**config.mk**
```make
export PLATFORM = sky130hd
export DESIGN_NAME = dsi_clk_div_mc
export DESIGN_NICKNAME = d
export VERILOG_FILES = /design/src/rtl/dsi_clk_div_pkg.sv /design/src/rtl/dsi_clk_div_ch.sv /design/src/rtl/dsi_clk_div_mc.sv
export SDC_FILE = /design/constraint.sdc
export NUM_CORES = 1
export LEC_CHECK = 0
export ABC_AREA = 1
export CAP_MARGIN = 20
export CORE_ASPECT_RATIO = 1.5
export CORE_MARGIN = 3
export CORE_UTILIZATION = 43
export DETAILED_ROUTE_END_ITERATION = 6
export GPL_TIMING_DRIVEN = 0
export PLACE_DENSITY = 0.66
export RECOVER_POWER = 100
export SYNTH_ARGS = -nofsm -noshare
export SYNTH_HDL_FRONTEND = slang
export SYNTH_SLANG_ARGS = --single-unit
```
**constraint.sdc**
```tcl
create_clock -name pclk -period 7.4 [get_ports pclk]
set_clock_uncertainty 0.15 [all_clocks]
set_input_delay 0.74 -clock pclk [delete_from_list [all_inputs] [get_ports pclk]]
set_output_delay 0.74 -clock pclk [all_outputs]
set_load 0.005 [all_outputs]
```
**src/rtl/dsi_clk_div_pkg.sv**
```systemverilog
// Shared types and helpers for the multi-channel DSI clock divider.
package dsi_clk_div_pkg;

    typedef enum logic [1:0] {
        IDLE = 2'd0,
        RUN  = 2'd1,
        STOP = 2'd2
    } ch_state_e;

    localparam int unsigned MIN_DIV_DEF = 2;

    function automatic int unsigned clamp_ratio(input int unsigned r, input int unsigned min_div);
        return (r < min_div) ? min_div : r;
    endfunction

    // Result is wider than DIV_W so that N = 2^DIV_W-1 cannot wrap.
    function automatic int unsigned high_cnt(input int unsigned n);
        return (n + 1) >> 1;
    endfunction

endpackage

```
**src/rtl/dsi_clk_div_ch.sv**
```systemverilog
// One divider channel: IDLE/RUN/STOP FSM, period counter, shadow ratio and output flops.
module dsi_clk_div_ch
    import dsi_clk_div_pkg::*;
#(
    parameter int unsigned DIV_W   = 8,
    parameter int unsigned MIN_DIV = MIN_DIV_DEF
) (
    input  logic             pclk,
    input  logic             presetn,
    input  logic             ch_en,
    input  logic             sync,
    input  logic [DIV_W-1:0] div_ratio,
    output logic             dsi_clk,
    output logic             clk_stb,
    output logic             ch_active,
    output logic             ratio_upd
);

    ch_state_e        state_q, state_d;
    logic [DIV_W-1:0] cnt_q, cnt_d;
    logic [DIV_W-1:0] ns_q, ns_d;
    logic             clk_q, clk_d;
    logic             stb_q, stb_d;
    logic             upd_q, upd_d;
    logic             load;
    logic             wrap;
    logic [DIV_W-1:0] ratio_cl;

    assign ratio_cl = DIV_W'(clamp_ratio(32'(div_ratio), MIN_DIV));
    assign wrap     = (cnt_q == ns_q - DIV_W'(1));

    always_comb begin
        state_d = state_q;
        cnt_d   = cnt_q + DIV_W'(1);
        load    = 1'b0;
        case (state_q)
            IDLE: begin
                cnt_d = '0;
                if (ch_en) begin
                    state_d = RUN;
                    load    = 1'b1;
                end
            end
            RUN: begin
                // sync and a natural wrap share one boundary, so they can never double-strobe
                if (wrap || sync) begin
                    cnt_d = '0;
                    if (ch_en) load    = 1'b1;
                    else       state_d = IDLE;
                end else if (!ch_en) begin
                    state_d = STOP;
                end
            end
            STOP: begin
                if (sync) begin
                    state_d = IDLE;
                    cnt_d   = '0;
                end else if (wrap) begin
                    cnt_d = '0;
                    if (ch_en) begin
                        state_d = RUN;
                        load    = 1'b1;
                    end else begin
                        state_d = IDLE;
                    end
                end else if (ch_en) begin
                    state_d = RUN;
                end
            end
            default: begin
                state_d = IDLE;
                cnt_d   = '0;
            end
        endcase
        ns_d  = load ? ratio_cl : ns_q;
        upd_d = load && (ratio_cl != ns_q);
        // Outputs are computed from next-state values so they leave flops aligned with cnt_q.
        clk_d = (state_d != IDLE) && (32'(cnt_d) < high_cnt(32'(ns_d)));
        stb_d = (state_d != IDLE) && (cnt_d == '0);
    end

    always_ff @(posedge pclk or negedge presetn) begin
        if (!presetn) begin
            state_q <= IDLE;
            cnt_q   <= '0;
            ns_q    <= DIV_W'(MIN_DIV);
            clk_q   <= 1'b0;
            stb_q   <= 1'b0;
            upd_q   <= 1'b0;
        end else begin
            state_q <= state_d;
            cnt_q   <= cnt_d;
            ns_q    <= ns_d;
            clk_q   <= clk_d;
            stb_q   <= stb_d;
            upd_q   <= upd_d;
        end
    end

    assign dsi_clk   = clk_q;
    assign clk_stb   = stb_q;
    assign ratio_upd = upd_q;
    assign ch_active = (state_q != IDLE);

endmodule

```
**src/rtl/dsi_clk_div_mc.sv**
```systemverilog
// NUM_CH independent DSI bit/byte clock dividers sharing a global phase-realign sync.
module dsi_clk_div_mc
    import dsi_clk_div_pkg::*;
#(
    parameter int unsigned NUM_CH  = 4,
    parameter int unsigned DIV_W   = 8,
    parameter int unsigned MIN_DIV = MIN_DIV_DEF
) (
    input  logic                    pclk,
    input  logic                    presetn,
    input  logic [NUM_CH-1:0]       ch_en,
    input  logic [NUM_CH*DIV_W-1:0] div_ratio,
    input  logic                    sync,
    output logic [NUM_CH-1:0]       dsi_clk,
    output logic [NUM_CH-1:0]       clk_stb,
    output logic [NUM_CH-1:0]       ch_active,
    output logic [NUM_CH-1:0]       ratio_upd
);

    for (genvar i = 0; i < NUM_CH; i++) begin : g_ch
        dsi_clk_div_ch #(
            .DIV_W   (DIV_W),
            .MIN_DIV (MIN_DIV)
        ) u_ch (
            .pclk      (pclk),
            .presetn   (presetn),
            .ch_en     (ch_en[i]),
            .sync      (sync),
            .div_ratio (div_ratio[i*DIV_W +: DIV_W]),
            .dsi_clk   (dsi_clk[i]),
            .clk_stb   (clk_stb[i]),
            .ch_active (ch_active[i]),
            .ratio_upd (ratio_upd[i])
        );
    end

endmodule

```
==> flow_summary_export.csv, run 1 <==
group,metric,value,unit
outcome,status,"finished with violations",
outcome,violations,"max-capacitance violations, max-slew violations",
grt,grt_pass1_wl,29900,um
critical_path,cp.arrival,5.11,ns
synth,synthCells,1067,
grt,grt_overflow,0,
clock_network,cts-root-buf,"clkbuf_16",
synth,synth.most_common_cell,"nand2_1",
critical_path,start_kind,"flop",
layout,area_delta_synth_final,13.1,%
floorplanning,die_y,167,um
route,route.detailed.drc,0,
route,wl,17200,um
placed_design,gp_congestion,0.874,
layout,final_area,8410,um^2
timing,fmax,0.200,GHz
route,drt_pre_antenna_iters,5,
floorplanning,boundaryPins,55,
floorplanning,dieWidth,113,um
floorplanning,start_util,44.2,%
synth,ys_warn_count,0,
placed_design,place_area,8270,um^2
timing,relSlewSlack,-91.7,%
timing,finalHoldViolCount,0,
power,clkPwrFrac,14.6,%
clock_network,hold_buffers,0,
critical_path,cp_max_fo,10,
critical_path,endpoint_kind,"flop",
power,ir_worst_vdd,0.159,mV
grt,grt_max_degree,54,
clock_network,postCtsSetupRepairBufs,0,
timing,min_period_over_period,67.6,%
power,swShare,47.9,%
timing,setup_viol,0,
timing,tightest_slew,2.88,ns
synth,async_flop_share,100,%
timing,drv_slew,87,
clock_network,htreeDepth,3,
synth,syn-cell-area,7440,um^2
clock_network,cts_buffer_depth,2,
power,p_int,1.61,mW
worst_hold_path,hp-class,"flop to flop",
synth,ys_top_cells_by_area,"dfrtp_1, nand2_1, ha_1, inv_1, nand3_1",
route,via_per_inst,4.93,
synth,syn_nets,1162,
placed_design,placed_cells,1332,
synth,avgSynthCellArea,6.97,um^2
power,p_leak,4.44,nW
timing,grt_setup_unrepaired,"no",
synth,synth_top_cell_area_share,26.9,%
floorplanning,core_area,16800,um^2
clock_network,insertion_delay,0.35,ns
grt,antenna_found_initial,1,
power,seqPwrFrac,25.0,%
clock_network,tritoncts,"done",
timing,finalHoldWorstSlack,0.380,ns
synth,synth_ff_type,"dfrtp_1",
timing,tns,0,ns
route,wl_per_cell,12.8,um
route,drtIter0Drc,310,
power,powerDensity,369,nW/um^2
clock_network,clock-sinks,84,
critical_path,worstPathRequired,7.51,ns
timing,post-route-min-period,5.00,ns
floorplanning,std_cell_rows,58,
clock_network,cts_inserted_buffers,9,
clock_network,clk_pin_slew,0.06,ns
layout,finish.utilization,49.9,%
synth,yosysTopAreaCell,"dfrtp_1",
synth,synth.distinct_cells,41,
floorplanning,die_area,18900,um^2
power,p_comb_share,60.4,%
grt,grt_pass1_vias,6682,
synth,synth_common_cells,"nand2_1, inv_1, nor2_1",
route,num_vias,6651,
layout,stdcell_count,1348,
flow_run,maxCapViolations,2,
synth,ys_ff_latch,84,
layout,nets,1228,
layout,layout-drive-gt1-share,8.88,%
placed_design,io_buffer_count,54,
synth,seq_area_frac_synth,28.3,%
synth,synth-edff-count,0,
power,netSwitchingPower,1.49,mW
critical_path,critPathKind,"flop to flop",
placed_design,dp_hpwl,13800,um
route,antenna_left,0,
grt,track_usage,19.0,%
clock_network,cts_resized,0,
[layout by cell type (no fill, tap or decap), types with 3 or more instances in the layout]
cell             Yosys  final
a211oi_1             6      6
a21oi_1             23     23
a31oi_1              5      5
buf_2                4      4
buf_4               17     15
clkbuf_1             0      6
clkbuf_16            0      9
clkbuf_2             3      3
clkdlybuf4s50_1      0     38
clkinv_1             2      4
clkinv_2             0      3
dfrtp_1             80     80
dfstp_1              0      3
dlygate4sd3_1        0     15
ha_1                56     56
inv_1              148    149
inv_2               12      9
nand2_1            280    296
nand2_2             25     14
nand2_4             11      6
nand3_1             88     89
nand3b_1            11     11
nand4_1             24     24
nor2_1             101    103
nor2_2              21     19
nor2_4               4      4
nor3_1              10     10
nor4_1               7      7
o211ai_1             4      4
o21ai_0             19     24
o22ai_1              4      4
or2_2                8      8
xnor2_1             25     25
xor2_1              46     46
[cell families (layout without fill, tap and decap cells)]
kind of cell / Yosys count / after routing / synth area share [%]
flip-flops: 84 / 84 / 28.3
buffers and inverters: 190 / 260 / 11.0
adder cells (fa/ha/maj): 56 / 56 / 9.42
AND/OR/NAND/NOR: 595 / 595 / 36.9
AO/OA/AOI/OAI: 70 / 70 / 5.75
other: 0 / 1 / 0
XOR/XNOR: 72 / 72 / 8.66
[state kept, by name, indices dropped and copies added, names as in the netlist]
register / count
g_ch.u_ch.state_q: 8
g_ch.u_ch.clk_stb: 4
g_ch.u_ch.dsi_clk: 4
g_ch.u_ch.ns_q: 32
g_ch.u_ch.ratio_upd: 4
g_ch.u_ch.cnt_q: 32
[worst paths after layout]
kind / cells after the start / slack [ns] / from / endpoint
max in group asynchronous: 2 / 2.89 / presetn / g_ch[2].u_ch.ns_q[2]
hold / removal: 2 / 0.38 / g_ch[0].u_ch.ns_q[1] / g_ch[0].u_ch.ns_q[1]
min in group asynchronous: 1 / 0.72 / presetn / g_ch[3].u_ch.ratio_upd
setup / recovery: 27 / 2.40 / g_ch[2].u_ch.ns_q[0] / g_ch[2].u_ch.dsi_clk
hold reg to reg: 2 / 0.38 / g_ch[0].u_ch.ns_q[1] / g_ch[0].u_ch.ns_q[1]
setup reg to reg: 27 / 2.40 / g_ch[2].u_ch.ns_q[0] / g_ch[2].u_ch.dsi_clk
[routing by layer]
metal / GRT usage, % / wire length [um] / vias to the layer above
li1: - / - / 3491
met1: 21.4 / 7240 / 3050
met2: 35.1 / 9090 / 73
met3: 2.62 / 350 / 37
met4: 8.26 / 539 / 0
met5: 0 / 0 / -
[per-stage QoR]
| stage | total power [mW] | setup WS (ns) |
|---|---|---|
| 2_1_floorplan | 2.23 | 3.91 |
| 3_3_place_gp | 2.72 | 2.23 |
| 3_5_place_dp | 2.75 | 3.37 |
| 4_1_cts | 3.22 | 3.43 |
| 5_1_grt | 3.44 | 1.90 |
| 6_report | 3.10 | 2.40 |
[power groups by stage]
stage	clock (mW)	combinational [mW]	sequential, mW
finish	0.453	1.87	0.774
global route	0.482	2.16	0.800
CTS	0.464	1.98	0.778
detailed placement	0	1.96	0.784
global placement	0	1.93	0.784
floorplan	0	1.49	0.736
[critical path, stage by stage (launching register included)]
cell      delay [ns]
dfrtp_1         0.43
inv_1           0.26
ha_1            0.30
nand2_1         0.06
inv_1           0.04
nor2_1          0.07
nand2_1         0.05
nor2_1          0.11
nand3_1         0.10
nor2_1          0.11
nand2_1         0.09
nand2_1         0.13
nand2_2         0.06
nand2_1         0.27
nand2_1         0.20
clkbuf_1        0.32
o21ai_0         0.57
clkinv_1        0.26
ha_1            0.30
nand2_1         0.10
nor2_2          0.05
xor2_1          0.15
ha_1            0.18
a21oi_1         0.15
nor2_1          0.05
a211oi_1        0.17
nand2_1         0.08
a21oi_1         0.13
[layout make-up]
class,count,area (um^2)
multi-input cells,793,4410
inverters,162,608
clock buffers,10,239
clock inverters,5,52.6
plain buffers,28,185
fillers,1747,8430
repair buffers,55,538
flip-flops and latches,84,2110
diodes,1,2.50
well taps,210,263
Note: power is estimated with default switching activity, not from simulation.
==> run 2, diff against run 1 <==
==> constraint.sdc (replaced) <==
create_clock -name pclk -period 5.1 [get_ports pclk]
set_clock_uncertainty 0.15 [all_clocks]
set_input_delay 0.51 -clock pclk [delete_from_list [all_inputs] [get_ports pclk]]
set_output_delay 0.51 -clock pclk [all_outputs]
set_load 0.005 [all_outputs]
==> run 2 against run 1 <==
The run still ends with max-capacitance violations, max-slew violations left. Sequential power up 45%. Clock power up 45%. Combinational power up 48%. Sequential share of layout area down 0.19 points. Sequential cell count unchanged. Critical path depth up 1. Design area up 0.76%. First-iteration DRC count down 7.7%. Routed wire length about the same. Fmax up 18%. Hold slack about the same. Core utilization up 0.38 points. Critical path type unchanged. Critical endpoint is now g_ch[1].u_ch.dsi_clk.
==> flow_summary_export.csv, run 2 (synthesized netlist as in run 1, its figures left out) <==
group,metric,value,unit
grt,track_usage,19.0,%
grt,grt_pass1_vias,6684,
flow_run,maxCapViolations,1,
timing,grt_setup_unrepaired,"no",
timing,fmax,0.236,GHz
layout,nets,1229,
power,p_leak,4.47,nW
floorplanning,dieWidth,113,um
floorplanning,core_area,16800,um^2
timing,drv_slew,33,
floorplanning,start_util,44.2,%
outcome,violations,"max-capacitance violations, max-slew violations",
layout,final_common_cell,"nand2_1",
clock_network,cts_resized,0,
clock_network,clock-sinks,84,
floorplanning,die_y,167,um
grt,grt_overflow,0,
route,drt_pre_antenna_iters,5,
route,top_layer_used,"met4",
placed_design,dp_hpwl,13800,um
timing,post-route-min-period,4.24,ns
critical_path,critPathKind,"flop to flop",
critical_path,max_stage_delay,0.62,ns
clock_network,cts-root-buf,"clkbuf_16",
floorplanning,die_area,18900,um^2
critical_path,worstPathRequired,5.22,ns
layout,finish.utilization,50.3,%
timing,setup_viol,0,
layout,layout-drive-gt1-share,9.49,%
clock_network,htreeDepth,3,
layout,reg_top3,"g_ch.u_ch.cnt_q: 32 flops, g_ch.u_ch.ns_q: 32 flops, g_ch.u_ch.state_q: 8 flops",
critical_path,cp_slowest_cell,"dfstp_1",
layout,area_delta_synth_final,13.9,%
timing,relSlewSlack,-22.4,%
clock_network,cts_buffer_depth,2,
route,route.detailed.drc,0,
floorplanning,std_cell_rows,58,
critical_path,cp_max_fo,10,
route,antenna_left,0,
worst_hold_path,hp-class,"flop to flop",
critical_path,endpoint_kind,"flop",
power,ir_worst_vdd,0.239,mV
timing,tns,0,ns
clock_network,cts_inserted_buffers,9,
timing,tightest_slew,1.84,ns
clock_network,insertion_delay,0.35,ns
clock_network,clk_pin_slew,0.07,ns
route,wl_per_cell,12.8,um
critical_path,cpMostUsedCell,"nand2_1",
critical_path,cp.arrival,4.36,ns
timing,finalHoldViolCount,0,
power,powerDensity,535,nW/um^2
layout,mostFrequentLayoutCells,"nand2_1, inv_1, nor2_1",
grt,grt_max_degree,54,
timing,min_period_over_period,83.2,%
route,num_vias,6653,
critical_path,rrSetupSlack,0.86,ns
timing,finalHoldWorstSlack,0.380,ns
critical_path,start_kind,"flop",
route,route.met2.wl,9080,um
route,drtIter0Drc,286,
clock_network,tritoncts,"done",
route,route.met3.wl,393,um
floorplanning,boundaryPins,55,
outcome,status,"finished with violations",
grt,grt_pass1_wl,29900,um
route,wl_met1,7220,um
route,wl,17200,um
placed_design,gp_congestion,0.874,
route,via_per_inst,4.93,
grt,antenna_found_initial,1,
placed_design,io_buffer_count,54,
==> run 2: changes by cell type in the layout (fill, tap and decap cells not counted), sizes merged <==
cell	before	now
clkinv	7	5
clkdlybuf4s50	38	40
dlygate4sd3	15	14
inv	158	160
==> run 2: report_power, final <==
group	internal [mW]	switching, mW
Combinational	1.09	1.67
Clock	0.388	0.269
Sequential	0.892	0.231
==> run 2: critical path, delay by kind of cell (launching register included) <==
kind            cells  cell delay [ns]
flops               1             0.62
fa+ha+maj           3             0.76
buf+inv             4             0.45
simple gates       16             1.42
xor+xnor            1             0.15
compound gates      4             0.62
==> run 2: worst paths after layout <==
| kind | cells after the start | to | start |
|---|---|---|---|
| max | 28 | g_ch[1].u_ch.dsi_clk | g_ch[1].u_ch.ns_q[1] |
| min in group asynchronous | 2 | g_ch[3].u_ch.ratio_upd | presetn |
| min | 2 | g_ch[0].u_ch.ns_q[1] | g_ch[0].u_ch.ns_q[1] |
| max reg2reg | 28 | g_ch[1].u_ch.dsi_clk | g_ch[1].u_ch.ns_q[1] |
| max in group asynchronous | 3 | g_ch[2].u_ch.ns_q[5] | presetn |
| min reg2reg | 2 | g_ch[0].u_ch.ns_q[1] | g_ch[0].u_ch.ns_q[1] |
==> run 2: what timing repair did <==
item                                   in CTS  in global routing
hold buffers                                1                  0
buffers inserted                            0                  0
endpoints found under the hold margin      24                  0
==> run 2: cell type report <==
class / instances / area (um^2)
buffer: 28 / 200
inverter: 162 / 608
fill: 1737 / 8360
multi-input combinational: 793 / 4450
sequential: 84 / 2110
antenna: 1 / 2.50
timing repair buffer: 56 / 549
clock inverter: 5 / 52.6
clock buffer: 10 / 239
tap: 210 / 263
==> run 2: metrics by stage <==
stage / setup slack (ns) / cells / area (um^2) / total power, mW
3_5_place_dp: 1.15 / 1332 / 8270 / 3.99
5_1_grt: 0.381 / 1349 / 8470 / 5.03
4_1_cts: 1.13 / 1348 / 8570 / 4.67
6_report: 0.856 / 1349 / 8470 / 4.54
3_3_place_gp: 0.164 / 1331 / 8240 / 3.94
2_1_floorplan: 1.61 / 1067 / 7440 / 3.23
==> run 2: layer usage <==
layer / track usage (%) / vias up
li1: - / 3493
met1: 21.4 / 3037
met2: 35.1 / 88
met3: 2.62 / 35
met4: 8.26 / 0
met5: 0 / -
